[src/rtl/led_frame_reader_if.sv]
// ============================================================================
// Module   : led_frame_reader_if
// Purpose  : Avalon-MM RAM read port plus valid/ready byte stream bundle.
// Revision : 1.0  initial release
// ============================================================================
`default_nettype none

interface led_frame_reader_if #(
  parameter int ADDR_W = 13,
  parameter int DATA_W = 8
);
  logic [ADDR_W-1:0] mem_address;
  logic              mem_chipselect;
  logic              mem_write;
  logic [DATA_W-1:0] mem_writedata;
  logic              mem_clken;
  logic [DATA_W-1:0] mem_readdata;
  logic [DATA_W-1:0] st_data;
  logic              st_valid;
  logic              st_ready;
  logic              st_sop;
  logic              st_eop;

  modport master (
    output mem_address, mem_chipselect, mem_write, mem_writedata, mem_clken,
    input  mem_readdata,
    output st_data, st_valid, st_sop, st_eop,
    input  st_ready
  );

  modport slave (
    input  mem_address, mem_chipselect, mem_write, mem_writedata, mem_clken,
    output mem_readdata,
    input  st_data, st_valid, st_sop, st_eop,
    output st_ready
  );
endinterface

`default_nettype wire

[src/rtl/led_frame_reader.sv]
// ============================================================================
// Module   : led_frame_reader
// Purpose  : Reads one LED frame from the colour RAM and streams it out bytewise.
// Revision : 1.0  initial release
// ============================================================================
`default_nettype none

module led_frame_reader #(
  parameter int ADDR_W    = 13,
  parameter int DATA_W    = 8,
  parameter int BASE_ADDR = 0,
  parameter int NUM_LEDS  = 60
) (
  input  wire logic        clk,
  input  wire logic        reset_n,
  input  wire logic        i_start,
  output logic             o_busy,
  output logic             o_frame_done,
  led_frame_reader_if.master bus
);

  localparam int                c_num_bytes = 3 * NUM_LEDS;
  localparam int                c_cnt_w     = (c_num_bytes > 1) ? $clog2(c_num_bytes) : 1;
  localparam logic [c_cnt_w-1:0] c_last     = c_cnt_w'(c_num_bytes - 1);
  localparam logic [ADDR_W-1:0] c_base      = ADDR_W'(BASE_ADDR);

  typedef enum logic [1:0] {
    S_IDLE  = 2'd0,
    S_READ  = 2'd1,
    S_DRAIN = 2'd2,
    S_DONE  = 2'd3
  } state_t;

  state_t              r_state;
  state_t              w_next;
  logic [c_cnt_w-1:0]  r_cnt;
  logic [ADDR_W-1:0]   r_addr;
  logic                r_clken;
  logic                r_pend;
  logic                r_pend_sop;
  logic                r_pend_eop;
  logic [DATA_W-1:0]   r_fifo_data [4];
  logic [3:0]          r_fifo_sop;
  logic [3:0]          r_fifo_eop;
  logic [1:0]          r_wr_ptr;
  logic [1:0]          r_rd_ptr;
  logic [2:0]          r_count;
  logic                w_issue;
  logic                w_room;
  logic                w_valid;
  logic                w_pop;
  logic                w_head_eop;

  // Room counts both stored bytes and the one read still in the RAM pipeline.
  assign w_room     = (r_count + {2'b00, r_pend}) < 3'd4;
  assign w_valid    = (r_count != 3'd0);
  assign w_pop      = w_valid & bus.st_ready;
  assign w_head_eop = r_fifo_eop[r_rd_ptr];

  always_ff @(posedge clk or negedge reset_n) begin
    if (!reset_n) r_state <= S_IDLE;
    else          r_state <= w_next;
  end

  always_comb begin
    w_next  = r_state;
    w_issue = 1'b0;
    case (r_state)
      S_IDLE:  if (i_start) w_next = S_READ;
      S_READ: begin
        w_issue = w_room;
        if (w_room && (r_cnt == c_last)) w_next = S_DRAIN;
      end
      S_DRAIN: if (w_pop && w_head_eop) w_next = S_DONE;
      S_DONE:  w_next = S_IDLE;
      default: w_next = S_IDLE;
    endcase
  end

  always_ff @(posedge clk or negedge reset_n) begin
    if (!reset_n) begin
      r_cnt      <= '0;
      r_addr     <= c_base;
      r_clken    <= 1'b0;
      r_pend     <= 1'b0;
      r_pend_sop <= 1'b0;
      r_pend_eop <= 1'b0;
      r_fifo_sop <= '0;
      r_fifo_eop <= '0;
      r_wr_ptr   <= '0;
      r_rd_ptr   <= '0;
      r_count    <= '0;
      for (int i = 0; i < 4; i++) r_fifo_data[i] <= '0;
    end else begin
      r_clken <= 1'b1;
      if ((r_state == S_IDLE) && i_start) begin
        r_cnt  <= '0;
        r_addr <= c_base;
      end else if (w_issue) begin
        r_cnt  <= r_cnt + 1'b1;
        r_addr <= r_addr + 1'b1;
      end
      // Frame tags travel alongside the read so they land with their byte.
      r_pend     <= w_issue;
      r_pend_sop <= (r_cnt == '0);
      r_pend_eop <= (r_cnt == c_last);
      if (r_pend) begin
        r_fifo_data[r_wr_ptr] <= bus.mem_readdata;
        r_fifo_sop[r_wr_ptr]  <= r_pend_sop;
        r_fifo_eop[r_wr_ptr]  <= r_pend_eop;
        r_wr_ptr              <= r_wr_ptr + 1'b1;
      end
      if (w_pop) r_rd_ptr <= r_rd_ptr + 1'b1;
      case ({r_pend, w_pop})
        2'b10:   r_count <= r_count + 1'b1;
        2'b01:   r_count <= r_count - 1'b1;
        default: r_count <= r_count;
      endcase
    end
  end

  assign bus.mem_address    = r_clken ? r_addr : '0;
  assign bus.mem_chipselect = w_issue;
  assign bus.mem_write      = 1'b0;
  assign bus.mem_writedata  = '0;
  assign bus.mem_clken      = r_clken;

  assign bus.st_valid = w_valid;
  assign bus.st_data  = r_fifo_data[r_rd_ptr];
  assign bus.st_sop   = r_fifo_sop[r_rd_ptr];
  assign bus.st_eop   = w_head_eop;

  assign o_busy       = (r_state != S_IDLE);
  assign o_frame_done = (r_state == S_DONE);

endmodule

`default_nettype wire

[src/flat_wrapper.sv]
// flat-port wrapper written by rule: the top's interface ports become plain ports
module led_frame_reader_flat 
#(
  parameter int ADDR_W    = 13,
  parameter int DATA_W    = 8,
  parameter int BASE_ADDR = 0,
  parameter int NUM_LEDS  = 60
)
  (clk, reset_n, i_start, o_busy, o_frame_done, bus_mem_address, bus_mem_chipselect, bus_mem_write, bus_mem_writedata, bus_mem_clken, bus_mem_readdata, bus_st_data, bus_st_valid, bus_st_sop, bus_st_eop, bus_st_ready);
  led_frame_reader_if #(.ADDR_W(ADDR_W), .DATA_W(DATA_W)) bus_i ();
  input  wire logic clk;
  input  wire logic reset_n;
  input  wire logic i_start;
  output logic o_busy;
  output logic o_frame_done;
  output wire logic [$bits(bus_i.mem_address)-1:0] bus_mem_address;
  output wire logic [$bits(bus_i.mem_chipselect)-1:0] bus_mem_chipselect;
  output wire logic [$bits(bus_i.mem_write)-1:0] bus_mem_write;
  output wire logic [$bits(bus_i.mem_writedata)-1:0] bus_mem_writedata;
  output wire logic [$bits(bus_i.mem_clken)-1:0] bus_mem_clken;
  input wire logic [$bits(bus_i.mem_readdata)-1:0] bus_mem_readdata;
  output wire logic [$bits(bus_i.st_data)-1:0] bus_st_data;
  output wire logic [$bits(bus_i.st_valid)-1:0] bus_st_valid;
  output wire logic [$bits(bus_i.st_sop)-1:0] bus_st_sop;
  output wire logic [$bits(bus_i.st_eop)-1:0] bus_st_eop;
  input wire logic [$bits(bus_i.st_ready)-1:0] bus_st_ready;
  assign bus_mem_address = bus_i.mem_address;
  assign bus_mem_chipselect = bus_i.mem_chipselect;
  assign bus_mem_write = bus_i.mem_write;
  assign bus_mem_writedata = bus_i.mem_writedata;
  assign bus_mem_clken = bus_i.mem_clken;
  assign bus_i.mem_readdata = bus_mem_readdata;
  assign bus_st_data = bus_i.st_data;
  assign bus_st_valid = bus_i.st_valid;
  assign bus_st_sop = bus_i.st_sop;
  assign bus_st_eop = bus_i.st_eop;
  assign bus_i.st_ready = bus_st_ready;
  led_frame_reader #(.ADDR_W(ADDR_W), .DATA_W(DATA_W), .BASE_ADDR(BASE_ADDR), .NUM_LEDS(NUM_LEDS)) u_core (.clk(clk), .reset_n(reset_n), .i_start(i_start), .o_busy(o_busy), .o_frame_done(o_frame_done), .bus(bus_i));
endmodule
[config.mk]
export PLATFORM = sky130hd
export DESIGN_NAME = led_frame_reader_flat
export DESIGN_NICKNAME = d
export VERILOG_FILES = /design/src/rtl/led_frame_reader_if.sv /design/src/rtl/led_frame_reader.sv /design/src/flat_wrapper.sv
export SDC_FILE = /design/constraint.sdc
export NUM_CORES = 1
export LEC_CHECK = 0
export ABC_AREA = 1
export CORE_ASPECT_RATIO = 1.4
export CORE_MARGIN = 4
export CORE_UTILIZATION = 54
export CTS_CLUSTER_DIAMETER = 100
export DETAILED_ROUTE_END_ITERATION = 8
export DONT_BUFFER_PORTS = 1
export MAX_ROUTING_LAYER = met4
export PLACE_DENSITY_LB_ADDON = 0.3
export SYNTH_ARGS = -nofsm -noshare
export SYNTH_HDL_FRONTEND = slang
export SYNTH_SLANG_ARGS = --single-unit
[constraint.sdc]
create_clock -name clk -period 1.7 [get_ports clk]
set_input_delay 0.255 -clock clk [delete_from_list [all_inputs] [get_ports clk]]
set_output_delay 0.255 -clock clk [all_outputs]
set_load 0.05 [all_outputs]
### Yosys cells after proc, flatten, opt, wreduce, memory -nomap -nowiden

Index checks and enable logic that the tools add are counted.

| operators by class | value |
|---|---|
| $mul | 0 |
| mux-type cells | 25 |
| div/mod/pow operators | 0 |
| reductions and logical operators | 12 |
| bitwise logic cells | 3 |
| add/subtract/negate cells | 7 |
| order comparisons | 7 |
| eq/ne operators | 9 |
| shift operators | 0 |

Operator list:

| kind | number |
|---|---|
| $mux W8 | 5 |
| $mux W13 | 3 |
| $bwmux W32 | 1 |
| $bmux W8 S2 | 1 |
| $demux W8 S2 | 1 |
| $add A13 B1 Y13 const B | 1 |
| $add A8 B1 Y8 const B | 1 |
| $bwmux W4 | 2 |
| $eq A8 B8 Y1 const B | 1 |
| $logic_not A8 Y1 | 1 |
| $pmux W2 S4 | 1 |
| $eq A2 B2 Y1 const B | 3 |
| $ge A3 B3 Y1 const B | 2 |
| $lt A2 B3 Y1 const B | 2 |
| $mux W2 | 3 |
| $not A2 Y3 | 2 |
| $pmux W3 S2 | 1 |
| $reduce_bool A2 Y1 | 3 |
| $logic_and A1 B1 Y1 | 5 |
| $add A2 B1 Y2 const B | 2 |
| $bmux W1 S2 | 2 |
| $eq A2 B1 Y1 const B | 2 |
| $mux W1 | 4 |
| $ne A2 B1 Y1 const B | 2 |
| 12 further kinds | 12 |

| word-level totals | value |
|---|---|
| memories | 0 |
| latch bits | 0 |
| register bits | 74 |
| memory bits (writable) | 0 |
| bits in read-only memories | 0 |

### Logic depth before layout (Yosys ltp)

Gate-level depths: netlist of the first run.

| depth | value |
|---|---|
| depth after elaboration | 6 |
| depth in mapped cells | 10 |

### Worst setup path after synthesis of the first run

OpenSTA, ideal clock, no wires.

| timing path | value |
|---|---|
| path kind | reg-to-output |
| start | register u_core.r_rd_ptr[0] |
| end | output bus_st_data[6] |
| data required time | 1.445 ns |
| setup slack | -0.213 ns |
| arrival | 1.658 ns |
| path buffers | 2 |
| stages on the path, launching flop included | 6 |
| cells stage by stage | dfrtp_1 > inv_1 > buf_2 > buf_2 > o21ai_0 > o22ai_1 |

| between the ends | value |
|---|---|
| word-level cells in the longest chain between the ends | 4 |

RTL lines:

| element | RTL line | text |
|---|---|---|
| from (decl) | led_frame_reader.sv:46 | `logic [1:0] r_rd_ptr;` |
| from (signal assigned) | led_frame_reader.sv:113 | `if (w_pop) r_rd_ptr <= r_rd_ptr + 1'b1;` |
| $not A2 Y3 (implied by the code) | led_frame_reader.sv:129 | `assign bus.st_data = r_fifo_data[r_rd_ptr];` |
| $bmux W8 S2 | led_frame_reader.sv:129 |  |
| $mux W8 (implied by the code) (2 in series) | led_frame_reader.sv:129 |  |
| to (decl) | flat_wrapper.sv:22 | `output wire logic [$bits(bus_i.st_data)-1:0] bus_st_data;` |

Every way passes these cells. The select of a mux whose other input is x is not followed.

### Final worst setup path of the first run

| timing path | value |
|---|---|
| start | register u_core.r_rd_ptr[0] |
| end | output bus_st_eop |

| between the ends | value |
|---|---|
| word-level cells in the longest chain between the ends | 2 |

RTL lines:

| element | RTL line | text |
|---|---|---|
| $bmux W1 S2 | led_frame_reader.sv:58 | `assign w_head_eop = r_fifo_eop[r_rd_ptr];` |
| $mux W1 (implied by the code) | led_frame_reader.sv:58 |  |
| to (decl) | flat_wrapper.sv:25 | `output wire logic [$bits(bus_i.st_eop)-1:0] bus_st_eop;` |

Every way passes these cells. The select of a mux whose other input is x is not followed.

==> results of run 1 <==
==> worst paths after layout <==
check	end	slack, ps	cells after the start
worst max-delay path	bus_st_eop	7	5
worst min-delay path	u_core.r_fifo_data[1]$_DFFE_PN0P_	-410	0
worst max register to register	u_core.r_count[2]$_DFFE_PN0P_	40	8
worst min register to register	u_core.r_fifo_data[20]$_DFFE_PN0P_	490	2
max in group asynchronous	u_core.r_fifo_data[5]$_DFFE_PN0P_	1990	0
min in group clk	u_core.r_fifo_data[17]$_DFFE_PN0P_	110	2
==> Yosys cell counts (2+ instances only) <==
cell type	instances	share of area, %
a21oi_1	3	0.39
buf_4	9	1.7
clkbuf_1	11	1.1
or2_2	2	0.32
buf_2	4	0.51
nand4_1	15	2.4
nand2_1	116	11
conb_1	2	0.19
xor2_1	6	1.4
o22ai_1	9	1.4
dfrtp_1	74	48
o31ai_1	2	0.39
o21ai_0	73	9.4
nor2_1	42	4.1
buf_6	3	0.87
o21ai_2	2	0.45
nor3_1	9	1.2
ha_1	13	4.2
nand2_2	3	0.48
a21oi_2	2	0.45
nand3_1	19	2.4
inv_1	63	6.1
xnor2_1	2	0.45
==> cell families after synthesis <==
| family | after synthesis | synth area share (%) |
|---|---|---|
| AOI/OAI and AO/OA | 91 | 12.5 |
| xor gates and xnor gates | 8 | 1.80 |
| adders and majority gates | 14 | 4.70 |
| buffers and inverters | 91 | 10.4 |
| DFF | 74 | 47.6 |
| other | 2 | 0.193 |
| and+or+nand+nor | 209 | 22.8 |
==> layout make-up <==
| cell class | instances | area, µm² |
|---|---|---|
| Clock inverter | 4 | 51.3 |
| Fill cell | 537 | 2160 |
| Clock buffer | 12 | 145 |
| Tap cell | 95 | 119 |
| Multi-Input combinational cell | 332 | 1750 |
| Timing Repair Buffer | 47 | 663 |
| Inverter | 63 | 236 |
| Sequential cell | 74 | 1850 |
==> registers in the layout, indices dropped and copies added (netlist names) <==
register              count
u_core.r_fifo_data       32
u_core.r_addr            13
u_core.r_cnt              8
u_core.r_fifo_eop         4
u_core.r_fifo_sop         4
u_core.r_count            3
u_core.r_rd_ptr           2
u_core.r_state            2
u_core.r_wr_ptr           2
u_core.bus.mem_clken      1
u_core.r_pend             1
u_core.r_pend_eop         1
u_core.r_pend_sop         1
==> routing by layer <==
metal	up-vias	share of wire (%)	GRT usage [%]	wire, µm
li1	1625	-	-	-
met1	1561	40	25.8	3490
met2	95	53	39.7	4610
met3	20	4.8	5.00	414
met4	0	1.9	10.2	169
met5	-	0	-	0
==> report_power, final <==
| group | internal (mW) | total, mW | switching, mW | leakage (nW) |
|---|---|---|---|---|
| sequential | 2.39 | 2.80 | 0.412 | 0.930 |
| combinational | 2.06 | 4.99 | 2.92 | 1.37 |
| clock | 0.719 | 1.36 | 0.638 | 0.0966 |
| total | 5.17 | 9.14 | 3.97 | 2.39 |
==> stage by stage <==
stage | power (mW) | setup slack (ps) | hold WS (ps) | TNS [ps] | area, µm²
final | 9.14 | 6.98 | -412 | 0 | 4820
after global routing | 9.76 | -70.2 | -436 | -669 | 4820
after CTS | 9.06 | -11.5 | -426 | -43.5 | 4770
after detailed placement | 7.61 | 19.5 | -38.5 | 0 | 4550
after global placement | 7.43 | 106 | -38.7 | 0 | 4550
after floorplan | 5.84 | 14.2 | -40.6 | 0 | 3980
==> critical path, delay by kind of cell (launching register included) <==
| family | cells | cell delay, ps |
|---|---|---|
| flops | 1 | 420 |
| buf+inv | 2 | 320 |
| simple gates | 3 | 350 |
==> timing repair <==
item,in CTS,in global routing
gates resized for setup,13,18
setup buffers,1,2
endpoints found under the setup margin,11,17
gates cloned,0,0
hold endpoints to repair,74,74
pin swaps,4,8
==> flow_metrics.env, run 1 <==
export IMPL_drive_gt1_share_pct=17.9
export IMPL_seq_area_frac_synth_pct=47.6
export IMPL_crit_start="u_core.r_rd_ptr[0]$_DFFE_PN0P_"
export IMPL_finClkSkew_ps=7.94
export IMPL_rsz0062_at_grt="yes"
export IMPL_layoutNonFillerInstCount=627
export IMPL_p_per_area_nw_per_um2=1900
export IMPL_final_nets=553
export IMPL_place_gp_congestion=0.885
export IMPL_mostFrequentLayoutCells="nand2_1 (116), dfrtp_1 (73), inv_1 (58), o21ai_0 (58), nor2_1 (40)"
export IMPL_ir_drop_uv=1170
export IMPL_clkTransAtPathRegs_ps=80
export IMPL_globalRouteOverflowTotal=0
export IMPL_io_pins=49
export IMPL_path_cells="buf_4 > nand2_1 > nand3_2 > and2_4 > buf_12"
export IMPL_worstPathMaxFanout=9
export IMPL_cts_root_buffer="clkbuf_8"
export IMPL_area_growth_pct=24.0
export IMPL_tritoncts="done"
export IMPL_required_ps=1440
export IMPL_dp_hpwl_um=6140
export IMPL_htreeDepth=3
export IMPL_io_buffers=0
export IMPL_n_antenna_cell=0
export IMPL_drt_vias_per_instance=5.26
export IMPL_dr_pass1_iters=4
export IMPL_whs_ps=-412
export IMPL_drc=0
export IMPL_drt_initial_drc_count=171
export IMPL_layout_commonest_cell="nand2_1"
export IMPL_violations="negative hold slack"
export IMPL_critPathMaxStageDelay_ps=420
export IMPL_final_util_pct=69.1
export IMPL_wl_um=8690
export IMPL_synthFlopType="dfrtp_1"
export IMPL_worst_slew_pin_slew_ps=536
export IMPL_status="finished with violations"
export IMPL_synth_edf_count=0
export IMPL_startpoint_type="flip-flop"
export IMPL_dieHeight_um=108
export IMPL_clock_sinks=74
export IMPL_setup_viol=0
export IMPL_vias=3301
export IMPL_fin_crit_sh_pct=99.6
export IMPL_grt_pass1_vias=3365
export IMPL_clk_latency_ps=350
export IMPL_ant_nets=0
export IMPL_r2r_start="u_core.r_count[0]$_DFFE_PN0P_"
export IMPL_grt_start_max_net_pins=75
export IMPL_hp_class="in2async"
export IMPL_crit_type="reg2out"
export IMPL_cts_buffer_depth=2
export IMPL_hold_violations=74
export IMPL_finalMaxSlewViolations=0
export IMPL_core_um2=6980
export IMPL_ys_async_sr_fraction_pct=100
export IMPL_ys_ff_latch=74
export IMPL_critical_path_slowest_cell="dfrtp_1"
export IMPL_max_slew_margin_pct=64.2
export IMPL_syn_inst=489
export IMPL_drv_cap=0
export IMPL_fmax_mhz=591
export IMPL_synth_area_um2=3890
export IMPL_cp_arrival_ps=1440
export IMPL_die_area_um2=8640
export IMPL_cts_buffers=9
export IMPL_grtUsageTotal_pct=23.2
export IMPL_dp_cells=608
export IMPL_end_kind="primary output"
export IMPL_placementRows=36
export IMPL_yosys_warnings=0
export IMPL_synth_cell_types=28
export IMPL_start_util_pct=55.7
export IMPL_grt_pass1_wl_um=15300
export IMPL_die_w_um=79.7
export IMPL_antenna_found_initial=0
export IMPL_period_minus_slack_ps=1690
export IMPL_wire_per_inst_um=13.9
export IMPL_p_leak_nw=2.39
export IMPL_syn_area_per_cell_um2=7.95
No activity file was read; power rests on OpenSTA's default activity.
==> run 2, diff against run 1 <==
CORE_UTILIZATION = 30   (was 54)
SLEW_MARGIN = 20   (was default)
==> run 2 against run 1 <==
Sequential power rose by 3%. Sequential cell count did not move. First-iteration DRC count fell by 19%. The flow finishes with violations (negative hold slack, negative setup slack).
==> flow_metrics.env, run 2 (synthesis gave the netlist of run 1 again) <==
export IMPL_final_util_pct=42.4
export IMPL_critPathMaxStageDelay_ps=460
export IMPL_whs_ps=-386
export IMPL_place_gp_congestion=0.828
export IMPL_place_area_um2=4680
export IMPL_layout_commonest_cell="nand2_1"
export IMPL_grt_start_max_net_pins=75
export IMPL_worst_slack_ps=-26.3
export IMPL_total_power_mw=10.6
export IMPL_dr_pass1_iters=4
export IMPL_ant_nets=0
export IMPL_hp_class="in2async"
export IMPL_io_buffers=0
export IMPL_grt_pass1_vias=3263
export IMPL_end_kind="primary output"
export IMPL_largest_reg_flops=32
export IMPL_rr_worst_depth=8
export IMPL_rsz0062_at_grt="yes"
export IMPL_die_area_um2=14900
export IMPL_start_util_pct=31.1
export IMPL_clkTransAtPathRegs_ps=60
export IMPL_r2r_start="u_core.r_count[1]$_DFFE_PN0P_"
export IMPL_drt_vias_per_instance=4.79
export IMPL_drt_initial_drc_count=138
export IMPL_crit_type="reg2out"
export IMPL_met1_length_um=4070
export IMPL_clock_sinks=74
export IMPL_vias=3303
export IMPL_clk_latency_ps=330
export IMPL_critical_path_slowest_cell="dfrtp_2"
export IMPL_grt_pass1_wl_um=15600
export IMPL_maxUsedRoutingLayer="met4"
export IMPL_wl_um=9470
export IMPL_startpoint_type="flip-flop"
export IMPL_crit_start="u_core.r_rd_ptr[1]$_DFFE_PN0P_"
export IMPL_violations="negative hold slack, negative setup slack"
export IMPL_path_cells="buf_12 > clkinvlp_4 > o21ai_1 > o22ai_2 > buf_12"
export IMPL_post_place_ws_ps=53.2
export IMPL_io_pins=49
export IMPL_drive_gt1_share_pct=22.0
export IMPL_worst_slew_pin_slew_ps=550
export IMPL_die_w_um=104
export IMPL_p_leak_nw=2.55
export IMPL_hold_violations=74
export IMPL_top_regs="u_core.r_fifo_data: 32 flops, u_core.r_addr: 13 flops, u_core.r_cnt: 8 flops"
export IMPL_fin_crit_sh_pct=102
export IMPL_tritoncts="done"
export IMPL_n_antenna_cell=0
export IMPL_required_ps=1440
export IMPL_cts_root_buffer="clkbuf_16"
export IMPL_finalMaxSlewViolations=0
export IMPL_wire_per_inst_um=13.7
export IMPL_r2r_end="u_core.r_count[2]$_DFFE_PN0P_"
export IMPL_dp_hpwl_um=6390
export IMPL_mostFrequentLayoutCells="nand2_1 (114), dfrtp_1 (71), inv_1 (59)"
export IMPL_cts_buffers=9
export IMPL_drv_cap=0
export IMPL_grtUsageTotal_pct=13.3
export IMPL_cpMostUsedCell="buf_12"
export IMPL_status="finished with violations"
export IMPL_fmax_mhz=579
export IMPL_crit_path_end="bus_st_data[7]"
export IMPL_globalRouteOverflowTotal=0
export IMPL_setup_viol=7
export IMPL_ir_drop_uv=1060
export IMPL_finClkSkew_ps=4.26
export IMPL_stdcell_area_um2=5300
export IMPL_dr_wl_met3_um=365
export IMPL_final_nets=561
export IMPL_top_register="u_core.r_fifo_data"
export IMPL_antenna_found_initial=0
export IMPL_max_slew_margin_pct=63.5
export IMPL_period_minus_slack_ps=1730
export IMPL_htreeDepth=3
export IMPL_dieHeight_um=143
export IMPL_placementRows=48
export IMPL_area_growth_pct=36.3
export IMPL_rrSetupSlack_ps=60
export IMPL_wl_met2_um=4810
export IMPL_p_per_area_nw_per_um2=1990
export IMPL_core_um2=12500
export IMPL_worstPathMaxFanout=5
export IMPL_cts_buffer_depth=2
export IMPL_drc=0
export IMPL_cp_arrival_ps=1470
run 2: changes by cell type in the layout (fill, tap and decap cells not counted), moves of 3 or more:
cell	before	now
o21ai_1	14	9
o21ai_2	3	10
clkbuf_16	0	11
clkbuf_8	10	2
inv_2	5	2
buf_12	23	29
nor2_1	40	36
run 2: cell type report:
cell class                      count  area [µm²]
Timing Repair inverter              1        7.51
Tap cell                          150         188
Timing Repair Buffer               54         847
Multi-Input combinational cell    332        1830
Inverter                           63         245
Fill cell                        1240        7190
Sequential cell                    74        1860
Clock buffer                       12         256
Clock inverter                      4        73.8
run 2: worst max-delay path, delay by kind of cell (launching register included):
family	cells	cell delay, ps
AO/OA/AOI/OAI	2	250
buffers and inverters	3	430
flip-flops	1	460
run 2: power breakdown:
group | total (mW) | internal [mW] | switching [mW]
combinational | 5.59 | 2.50 | 3.09
sequential | 2.88 | 2.40 | 0.478
clock | 2.09 | 1.37 | 0.722
run 2: metal layers:
metal | vias up | track usage (%)
met1 | 1565 | 15.2
met5 | - | -
li1 | 1645 | -
met2 | 74 | 22.5
met3 | 19 | 2.62
met4 | 0 | 5.88
run 2: worst min-delay path by stage:
| stage | endpoint | slack (ps) | depth (start not counted) |
|---|---|---|---|
| after floorplan | u_core.bus.mem_clken$_DFF_PN0_ | -40 | 0 |
| after detailed placement | u_core.r_fifo_data[6]$_DFFE_PN0P_ | -40 | 0 |
| after CTS | u_core.r_fifo_data[3]$_DFFE_PN0P_ | -400 | 0 |
| after global routing | u_core.r_fifo_data[22]$_DFFE_PN0P_ | -400 | 0 |
| after global placement | u_core.r_fifo_data[6]$_DFFE_PN0P_ | -40 | 0 |
| final | u_core.r_fifo_data[6]$_DFFE_PN0P_ | -390 | 0 |
run 2: repair_timing:
| item | CTS | global route |
|---|---|---|
| buffers inserted | 3 | 4 |
| pin swaps | 7 | 11 |
| endpoints found under the hold margin | 74 | 74 |
| cloned | 2 | 2 |
| endpoints found under the setup margin | 11 | 15 |
| gates resized for setup | 20 | 34 |
run 2: through the flow:
step,cells,setup TNS [ps]
floorplan,497,0
global placement,663,0
detailed placement,663,0
CTS,684,-95.3
global route,690,-587
finish,690,-75.1
